--- config.mk ---
export PLATFORM = sky130hd
export DESIGN_NAME = cursor_blink_seq_flat
export DESIGN_NICKNAME = d
export VERILOG_FILES = /design/src/rtl/cursor_blink_seq_pkg.sv /design/src/rtl/cursor_blink_seq_if.sv /design/src/rtl/cursor_blink_seq_edge_det.sv /design/src/rtl/cursor_blink_seq.sv /design/src/flat_wrapper.sv
export SDC_FILE = /design/constraint.sdc
export NUM_CORES = 1
export LEC_CHECK = 0
export CAP_MARGIN = 30
export CORE_UTILIZATION = 35
export CTS_CLUSTER_DIAMETER = 80
export DETAILED_ROUTE_END_ITERATION = 8
export SYNTH_ARGS = -nofsm -noshare
export SYNTH_HDL_FRONTEND = slang
export SYNTH_HIERARCHICAL = 1
export SYNTH_SLANG_ARGS = --single-unit
export TNS_END_PERCENT = 30
--- constraint.sdc ---
create_clock -name clk -period 4.2 [get_ports clk]
set_clock_uncertainty 0.15 [all_clocks]
set_input_delay 0.42 -clock clk [delete_from_list [all_inputs] [get_ports clk]]
set_output_delay 0.42 -clock clk [all_outputs]
set_load 0.02 [all_outputs]
--- src/rtl/cursor_blink_seq_pkg.sv ---
// Shared types and defaults for the cursor blink sequencer.
// Imported by the interface, the edge detector and the top.
package cursor_blink_seq_pkg;

  localparam int DEF_ADDR_W = 10;
  localparam int DEF_COLOR_W = 3;
  localparam logic [2:0] DEF_CURSOR_COLOR = 3'b111;

  typedef enum logic [3:0] {
    S_IDLE,
    S_READ,
    S_LATCH,
    S_WR_W,
    S_ARM,
    S_WAIT,
    S_WR_R,
    S_ARM_B,
    S_DRAIN
  } state_e;

endpackage

--- src/rtl/cursor_blink_seq_if.sv ---
// Framebuffer, timer and control bundle of the blink sequencer.
// master is the sequencer side, slave is the environment side.
interface cursor_blink_seq_if
  import cursor_blink_seq_pkg::*;
#(
  parameter int ADDR_W = DEF_ADDR_W,
  parameter int COLOR_W = DEF_COLOR_W
);

  logic               en;
  logic [ADDR_W-1:0]  cursor_addr;
  logic               rd_en;
  logic [ADDR_W-1:0]  rd_addr;
  logic [COLOR_W-1:0] rd_data;
  logic               wr_req;
  logic [ADDR_W-1:0]  wr_addr;
  logic [COLOR_W-1:0] wr_data;
  logic               wr_gnt;
  logic               tmr_init;
  logic               tmr_done;
  logic               phase_white;
  logic               busy;

  modport master (
    input  en, cursor_addr, rd_data,
    input  wr_gnt, tmr_done,
    output rd_en, rd_addr,
    output wr_req, wr_addr, wr_data,
    output tmr_init, phase_white, busy
  );

  modport slave (
    output en, cursor_addr, rd_data,
    output wr_gnt, tmr_done,
    input  rd_en, rd_addr,
    input  wr_req, wr_addr, wr_data,
    input  tmr_init, phase_white, busy
  );

endinterface

--- src/rtl/cursor_blink_seq_edge_det.sv ---
// Rise/fall detector on a single registered copy of a level.
// Reusable by any consumer of the blank-interval timer.
module edge_det (
  input  logic clk,
  input  logic rst,
  input  logic d_i,
  output logic rise_o,
  output logic fall_o
);

  logic d_q;

  // one-cycle history of the input level
  always_ff @(posedge clk) begin
    if (rst) d_q <= 1'b0;
    else     d_q <= d_i;
  end

  assign rise_o = d_i & ~d_q;
  assign fall_o = ~d_i & d_q;

endmodule

--- src/rtl/cursor_blink_seq.sv ---
// Blinks the paint cursor: save pixel, paint it white, restore it,
// each phase paced by one launch of the blank-interval timer.
module cursor_blink_seq
  import cursor_blink_seq_pkg::*;
#(
  parameter int ADDR_W = DEF_ADDR_W,
  parameter int COLOR_W = DEF_COLOR_W,
  parameter logic [COLOR_W-1:0] CURSOR_COLOR = DEF_CURSOR_COLOR
) (
  input logic clk,
  input logic rst,
  cursor_blink_seq_if.master io
);

  state_e             state_q;
  logic [ADDR_W-1:0]  sav_addr_q;
  logic [COLOR_W-1:0] sav_col_q;
  logic [ADDR_W-1:0]  rd_addr_q;
  logic [ADDR_W-1:0]  wr_addr_q;
  logic [COLOR_W-1:0] wr_data_q;
  logic               rd_en_q;
  logic               wr_req_q;
  logic               tmr_init_q;
  logic               tmr_busy_q;
  logic               pw_q;
  logic               busy_q;
  logic               done_rise;
  logic               done_fall;
  logic               moved;

  edge_det u_done_edge (
    .clk   (clk),
    .rst   (rst),
    .d_i   (io.tmr_done),
    .rise_o(done_rise),
    .fall_o(done_fall)
  );

  assign moved = io.cursor_addr != sav_addr_q;

  // main sequencer; every output is a register set on the transition
  always_ff @(posedge clk) begin
    if (rst) begin
      state_q    <= S_IDLE;
      sav_addr_q <= '0;
      sav_col_q  <= '0;
      rd_addr_q  <= '0;
      wr_addr_q  <= '0;
      wr_data_q  <= '0;
      rd_en_q    <= 1'b0;
      wr_req_q   <= 1'b0;
      tmr_init_q <= 1'b0;
      tmr_busy_q <= 1'b0;
      pw_q       <= 1'b0;
      busy_q     <= 1'b0;
    end else begin
      rd_en_q    <= 1'b0;
      tmr_init_q <= 1'b0;
      // the timer is idle again once its done window has closed
      if (done_fall) tmr_busy_q <= 1'b0;
      unique case (state_q)
        S_IDLE: begin
          if (io.en) begin
            state_q    <= S_READ;
            rd_en_q    <= 1'b1;
            rd_addr_q  <= io.cursor_addr;
            sav_addr_q <= io.cursor_addr;
            busy_q     <= 1'b1;
          end
        end
        S_READ: begin
          state_q <= io.en ? S_LATCH : S_DRAIN;
        end
        S_LATCH: begin
          sav_col_q <= io.rd_data;
          if (io.en) begin
            state_q   <= S_WR_W;
            wr_req_q  <= 1'b1;
            wr_addr_q <= sav_addr_q;
            wr_data_q <= CURSOR_COLOR;
          end else begin
            state_q <= S_DRAIN;
          end
        end
        S_WR_W: begin
          if (io.wr_gnt) begin
            wr_req_q <= 1'b0;
            pw_q     <= 1'b1;
            state_q  <= S_ARM;
          end
        end
        S_ARM, S_ARM_B: begin
          if (!io.en) begin
            if (pw_q) begin
              state_q   <= S_WR_R;
              wr_req_q  <= 1'b1;
              wr_addr_q <= sav_addr_q;
              wr_data_q <= sav_col_q;
            end else begin
              state_q <= S_DRAIN;
            end
          end else if (!tmr_busy_q) begin
            tmr_init_q <= 1'b1;
            tmr_busy_q <= 1'b1;
            state_q    <= S_WAIT;
          end
        end
        S_WAIT: begin
          if (!io.en || moved || done_rise) begin
            if (pw_q) begin
              state_q   <= S_WR_R;
              wr_req_q  <= 1'b1;
              wr_addr_q <= sav_addr_q;
              wr_data_q <= sav_col_q;
            end else if (!io.en) begin
              state_q <= S_DRAIN;
            end else begin
              state_q    <= S_READ;
              rd_en_q    <= 1'b1;
              rd_addr_q  <= io.cursor_addr;
              sav_addr_q <= io.cursor_addr;
            end
          end
        end
        S_WR_R: begin
          if (io.wr_gnt) begin
            wr_req_q <= 1'b0;
            pw_q     <= 1'b0;
            if (!io.en) begin
              state_q <= S_DRAIN;
            end else if (moved) begin
              state_q    <= S_READ;
              rd_en_q    <= 1'b1;
              rd_addr_q  <= io.cursor_addr;
              sav_addr_q <= io.cursor_addr;
            end else begin
              state_q <= S_ARM_B;
            end
          end
        end
        S_DRAIN: begin
          if (!tmr_busy_q) begin
            state_q <= S_IDLE;
            busy_q  <= 1'b0;
          end
        end
        default: begin
          state_q <= S_IDLE;
        end
      endcase
    end
  end

  assign io.rd_en       = rd_en_q;
  assign io.rd_addr     = rd_addr_q;
  assign io.wr_req      = wr_req_q;
  assign io.wr_addr     = wr_addr_q;
  assign io.wr_data     = wr_data_q;
  assign io.tmr_init    = tmr_init_q;
  assign io.phase_white = pw_q;
  assign io.busy        = busy_q;

endmodule
--- src/flat_wrapper.sv ---
// flat-port wrapper written by rule: the top's interface ports become plain ports
module cursor_blink_seq_flat import cursor_blink_seq_pkg::*;
#(
  parameter int ADDR_W = DEF_ADDR_W,
  parameter int COLOR_W = DEF_COLOR_W,
  parameter logic [COLOR_W-1:0] CURSOR_COLOR = DEF_CURSOR_COLOR
)
  (clk, rst, io_en, io_cursor_addr, io_rd_data, io_wr_gnt, io_tmr_done, io_rd_en, io_rd_addr, io_wr_req, io_wr_addr, io_wr_data, io_tmr_init, io_phase_white, io_busy);
  cursor_blink_seq_if #(.ADDR_W(ADDR_W), .COLOR_W(COLOR_W)) io_i ();
  input logic clk;
  input logic rst;
  input wire logic [$bits(io_i.en)-1:0] io_en;
  input wire logic [$bits(io_i.cursor_addr)-1:0] io_cursor_addr;
  input wire logic [$bits(io_i.rd_data)-1:0] io_rd_data;
  input wire logic [$bits(io_i.wr_gnt)-1:0] io_wr_gnt;
  input wire logic [$bits(io_i.tmr_done)-1:0] io_tmr_done;
  output wire logic [$bits(io_i.rd_en)-1:0] io_rd_en;
  output wire logic [$bits(io_i.rd_addr)-1:0] io_rd_addr;
  output wire logic [$bits(io_i.wr_req)-1:0] io_wr_req;
  output wire logic [$bits(io_i.wr_addr)-1:0] io_wr_addr;
  output wire logic [$bits(io_i.wr_data)-1:0] io_wr_data;
  output wire logic [$bits(io_i.tmr_init)-1:0] io_tmr_init;
  output wire logic [$bits(io_i.phase_white)-1:0] io_phase_white;
  output wire logic [$bits(io_i.busy)-1:0] io_busy;
  assign io_i.en = io_en;
  assign io_i.cursor_addr = io_cursor_addr;
  assign io_i.rd_data = io_rd_data;
  assign io_i.wr_gnt = io_wr_gnt;
  assign io_i.tmr_done = io_tmr_done;
  assign io_rd_en = io_i.rd_en;
  assign io_rd_addr = io_i.rd_addr;
  assign io_wr_req = io_i.wr_req;
  assign io_wr_addr = io_i.wr_addr;
  assign io_wr_data = io_i.wr_data;
  assign io_tmr_init = io_i.tmr_init;
  assign io_phase_white = io_i.phase_white;
  assign io_busy = io_i.busy;
  cursor_blink_seq #(.ADDR_W(ADDR_W), .COLOR_W(COLOR_W), .CURSOR_COLOR(CURSOR_COLOR)) u_core (.clk(clk), .rst(rst), .io(io_i));
endmodule
==> Word-level counts from Yosys, hierarchy flattened <==
Cells that the tools add are included.
{ "word_totals": {"regBits": 47, "in_bits": 18, "out_inout_bits": 28} }
{ "classes": {"n_eq_ne": 21, "mux": 58, "bitwise_logic": 6, "n_reduce_logical": 18} }
{ "ops": {"columns": ["operator", "count"], "rows": [
  ["two-way mux 10 bit", 13],
  ["one-hot mux 10 bit (3 select lines)", 3],
  ["two-way mux 4 bit", 13],
  ["one-hot mux 4 bit (8 select lines)", 1],
  ["two-way mux 1 bit", 18],
  ["== test 4 x 3 -> 1 bit, second input constant", 4],
  ["inequality test 2 bit, second input constant", 8],
  ["two-way mux 3 bit", 5],
  ["AND reduction 6 bit", 2],
  ["inequality test 10 bit", 1],
  ["one-hot mux 3 bit (3 select lines)", 1],
  ["== test 4 x 2 -> 1 bit, second input constant", 2],
  ["inequality test 2 x 1 -> 1 bit, second input constant", 3],
  ["AND reduction 3 bit", 2],
  ["nonzero test 3 bit", 2],
  ["AND reduction 5 bit", 1],
  ["== test 4 x 1 -> 1 bit, second input constant", 1],
  ["== test 4 bit, second input constant", 1],
  ["zero test 4 bit", 1],
  ["inverter 1 bit", 4],
  ["one-hot mux 1 bit (2 select lines)", 2],
  ["one-hot mux 1 bit (4 select lines)", 1],
  ["AND reduction 4 bit", 1],
  ["nonzero test 2 bit", 2],
  ["other kinds (8)", 11]
]} }

==> Logic depth before layout (Yosys ltp) <==
{ "logic_depth": {"ltp_word": 6, "ltp_mapped": 8} }

==> Hierarchy <==
Netlist, hierarchy kept.
{ "by_module_without_submodules": {"columns": ["module", "n_inst", "cells_per_inst", "area_each_um2"], "rows": [
  ["cursor_blink_seq", 1, 246, 2034.5],
  ["edge_det", 1, 4, 38.8]
]} }

==> Least setup slack after synthesis <==
Ideal clock, no wire load.
{ "synth_path": {"path_kind": "input-to-reg", "from": "input port io_tmr_done", "to": "register u_core.state_q[0]", "setup_ps": 123, "arrival_ps": 2095, "slack_ps": 1832, "stages": 6, "cell_sequence": "nor2b_1 nand2b_1 or4_4 or4_4 nand2_1 mux2_1"} }
{ "synth_via": {"elab_chain_len": 4} }
{ "synth_lines": {"columns": ["element", "line_no", "text"], "rows": [
  ["start: declaration", "flat_wrapper.sv:16", "input wire logic [$bits(io_i.tmr_done)-1:0] io_tmr_done;"],
  ["AND 1 bit", "cursor_blink_seq_edge_det.sv:19", "assign rise_o = d_i & ~d_q;"],
  ["logical OR 1 bit", "cursor_blink_seq.sv:109", "if (!io.en || moved || done_rise) begin"],
  ["inequality test 2 x 1 -> 1 bit (no source line)", null, null],
  ["AND reduction 6 bit (no source line)", null, null],
  ["end signal: assignment", "cursor_blink_seq.sv:72", "state_q <= io.en ? S_LATCH : S_DRAIN;"],
  ["end: declaration", "cursor_blink_seq.sv:15", "state_e state_q;"]
]} }
Every way passes these cells.
A chain may end at the register's enable or synchronous reset.

==> Final worst setup path <==
{ "layout_path": {"from": "input port io_en", "to": "register u_core.wr_data_q[1] (netlist: u_core/io.wr_data[1])"} }
{ "layout_via": {"elab_chain_len": 5, "word_cells_on_any_way": 7, "classes_between": "eq/ne (3); reduce/logical (4)"} }
{ "layout_lines": {"columns": ["element", "line_no", "text"], "rows": [
  ["start: declaration", "flat_wrapper.sv:12", "input wire logic [$bits(io_i.en)-1:0] io_en;"],
  ["zero test 1 bit", null, null],
  ["logical OR 1 bit (2 in a row)", "cursor_blink_seq.sv:109", null],
  ["inequality test 2 x 1 -> 1 bit (no source line)", null, null],
  ["AND reduction 4 bit (no source line) *", null, null],
  ["end signal: assignment", "cursor_blink_seq.sv:98", "wr_data_q <= sav_col_q;"],
  ["end signal: assignment", "cursor_blink_seq.sv:114", "wr_data_q <= sav_col_q;"],
  ["end: declaration", "cursor_blink_seq.sv:20", "logic [COLOR_W-1:0] wr_data_q;"]
]} }
Mark *: on every way between the ends. The rest lies on a longest branch, timed or not.

==> impl_metrics.toml <==
[outcome]
status = "finished, final reports clean"

[clocking]
postCtsSetupRepairBufs = 0
clk_root_buffer_cell = "clkbuf_8"
hold_buffers = 0
clk_pin_slew_worst_paths_ns = 0.08
cts.sinks = 37
insertion_delay_ns = 0.30
cts_tree = "built"
htree_levels = 2
cts_made_buffers = 5
clockBufferDepth = 2
ctsResizeCount = 0

[power_and_ir_drop]
p_per_area_nw_per_um2 = 461
leakagePower_nw = 0.866
power_mw = 1.22
ir_worst_vdd_mv = 0.176

[grt]
grt_overflow = 0
busiest_layer = "met1"
grt_antenna_before_repair = 0
grt_max_degree = 27
use_met2_pct = 26.8
met3_usage_pct = 3.91
grt_first_pass_wirelength_um = 9190
use_met1_pct = 27.3
grt_pass1_vias = 1841
gr-usage-all-layers_pct = 18.8

[synth]
syn_nets = 268
synth-warning-count = 6
ys.flop_type = "dfxtp_1"
postSynthCellCount = 250
synth_area_per_cell_sq_um = 8.29
synth-edff-count = 0
seq_area_frac_synth_pct = 35.7
synth_area_sq_um = 2070
yosysUniqueCellTypes = 41
ys_seq_elements = 37
async_flop_share_pct = 0

[detailed_routing]
drt_iter0_markers = 179
viasPerCell = 5.54
vias = 1983
drc = 0
final_antenna_net_count = 0
post_drt_wl_per_cell_um = 15.6
dr.pass1.iters = 5
drt-total-wl_um = 5570

[placement]
portBuffers = 45
dpl.cell_count = 350
dp_hpwl_um = 3800
placed_cell_area_sq_um = 2550
routabilityCongestion = 0.873

[setup_path]
path_depth = 7
critical_path.top_delay_family = "simple AND/OR/NAND/NOR gates"
path_cells = "clkdlybuf4s50_1, buf_4, nand2b_1, or4_4, or4_1, a31oi_1, a311oi_1"
worstPathMaxFanout = 20
worstPathArrival_ns = 2.77
worst_path_largest_cell_delay_ns = 0.73
reg2reg_depth = 5
critPathCaptureType = "flip-flop"
start_kind = "input pin"
worstSetupPathType = "in2reg"
worst_path_max_delay_cell = "or4_1"
required_ns = 4.22
path_buf_inv = 2

[die]
pin_count = 46
rows = 27
dieHeight_um = 79.0
dieArea_sq_um = 6240
start_util_pct = 37.0
fp.coreArea_sq_um = 5610
fp.dieW_um = 79.0

[timing]
worstMarginPinSlew_ns = 0.746
rsz0062_at_grt = "false"
slew_viol_final = 0
tns_ns = 0
max_freq_mhz = 363
setup_violations = 0
fin_crit_ns = 2.76
finalHoldViolCount = 0
finalCritPeriodShare_pct = 65.6
slew_headroom_pct = 50.1

[final_layout]
drive_above_1_share_pct = 6.29
nFillCells = 568
area_growth_pct = 27.5
fin_nets = 303
diodes = 0
final_cells = 358
fin_area_sq_um = 2640
fin_util_pct = 47.1

[min_path]
worstHoldPathCells = 2
hp-class = "reg2reg"

[flow_run]
cap_violations = 0
worst reg2reg max path, delay by kind of cell (launching register included):
family	cells	cell delay [ns]
and+or+nand+nor	3	1.40
DFF	1	0.74
AOI/OAI and AO/OA	2	0.33
stage by stage:
step,hold WS (ns),worst slack (ns)
after floorplan,0.293,1.83
after global placement,0.312,1.18
after detailed placement,0.316,1.13
after CTS,0.325,1.45
after global routing,0.353,1.30
final,0.321,1.44
per-layer routing:
| metal | vias up | routed length [um] | share of wire (%) |
|---|---|---|---|
| met5 | - | 0 | 0 |
| met4 | 0 | 119 | 2.1 |
| met3 | 10 | 292 | 5.2 |
| met2 | 63 | 2450 | 44 |
| met1 | 933 | 2710 | 49 |
| li1 | 977 | - | - |
synthesized netlist by cell type, types with 2 or more instances:
| cell type | instances | area share [%] |
|---|---|---|
| dfxtp_1 | 37 | 36 |
| a311oi_1 | 3 | 1.3 |
| o32ai_1 | 4 | 1.7 |
| nor2_1 | 12 | 2.2 |
| buf_1 | 2 | 0.36 |
| mux2i_1 | 12 | 5.8 |
| nand2_1 | 10 | 1.8 |
| nand2b_1 | 25 | 7.5 |
| o21ai_0 | 8 | 1.9 |
| or4_4 | 2 | 1.1 |
| nor3_1 | 6 | 1.4 |
| mux2_2 | 2 | 1.1 |
| buf_6 | 2 | 1.1 |
| or3_1 | 2 | 0.60 |
| nand4_1 | 15 | 4.5 |
| xnor2_1 | 11 | 4.6 |
| clkbuf_1 | 12 | 2.2 |
| o21a_1 | 2 | 0.72 |
| a31oi_1 | 7 | 2.1 |
| and3_1 | 3 | 0.91 |
| buf_2 | 6 | 1.4 |
| o31ai_1 | 10 | 3.6 |
| nor2b_1 | 7 | 2.1 |
| inv_1 | 8 | 1.4 |
| nand3_1 | 6 | 1.4 |
| or4_1 | 2 | 0.72 |
| a21oi_1 | 20 | 4.8 |
logic make-up after synthesis:
group	share of synthesized area, %
XOR/XNOR	4.65
multiplexers	7.42
flip-flops	35.7
buffers and inverters	6.52
adder cells (fa/ha/maj)	0.483
AO/OA/AOI/OAI	19.5
AND/OR/NAND/NOR	25.7
sequential cells by signal (all words and copies together) (netlist names), 3 cells and up:
register,count
u_core/io.wr_addr,10
u_core/sav_addr_q,10
u_core/sav_col_q,3
u_core/io.wr_data,3
u_core/state_q,4
layout make-up:
cell class	count	area [sq um]	share of cell area, %
well taps	72	90.1	3.41
clock buffers	6	82.6	3.13
inverters	8	30.0	1.14
repair buffers	50	488	18.5
clock inverters	2	13.8	0.521
multi-input cells	183	1200	45.3
flip-flops and latches	37	741	28.0
cells in the final DEF (no fill, tap or decap), types with 2 or more instances in the layout:
cell type / n
clkbuf_8: 6
nor2_1: 12
nor3_1: 6
clkdlybuf4s50_1: 45
a31oi_1: 7
a21oi_1: 20
nor2b_1: 7
nand2_1: 10
o21ai_0: 8
o21a_1: 2
or3_1: 2
nand4_1: 15
xnor2_1: 11
or4_1: 2
a311oi_1: 3
inv_1: 8
o31ai_1: 10
or4_4: 2
mux2i_1: 12
buf_4: 5
mux2_2: 2
o32ai_1: 4
nand3_1: 6
dfxtp_1: 37
and3_1: 3
nand2b_1: 25
report_power, final:
| part | internal, mW | switching (mW) | total, mW |
|---|---|---|---|
| clock | 0.133 | 0.138 | 0.271 |
| combinational | 0.212 | 0.240 | 0.452 |
| sequential | 0.401 | 0.0947 | 0.496 |
worst paths after layout:
check | slack [ns] | from | end
min | 0.32 | u_core/sav_col_q[1]$_SDFFE_PP0P_ | u_core/io.wr_data[1]$_SDFFE_PP0P_
max | 1.44 | io_en | u_core/io.wr_data[1]$_SDFFE_PP0P_
max reg2reg | 1.46 | u_core/state_q[0]$_SDFFE_PP0P_ | u_core/io.wr_data[1]$_SDFFE_PP0P_
min reg2reg | 0.32 | u_core/sav_col_q[1]$_SDFFE_PP0P_ | u_core/io.wr_data[1]$_SDFFE_PP0P_
Note: power is estimated with default switching activity, not from simulation.
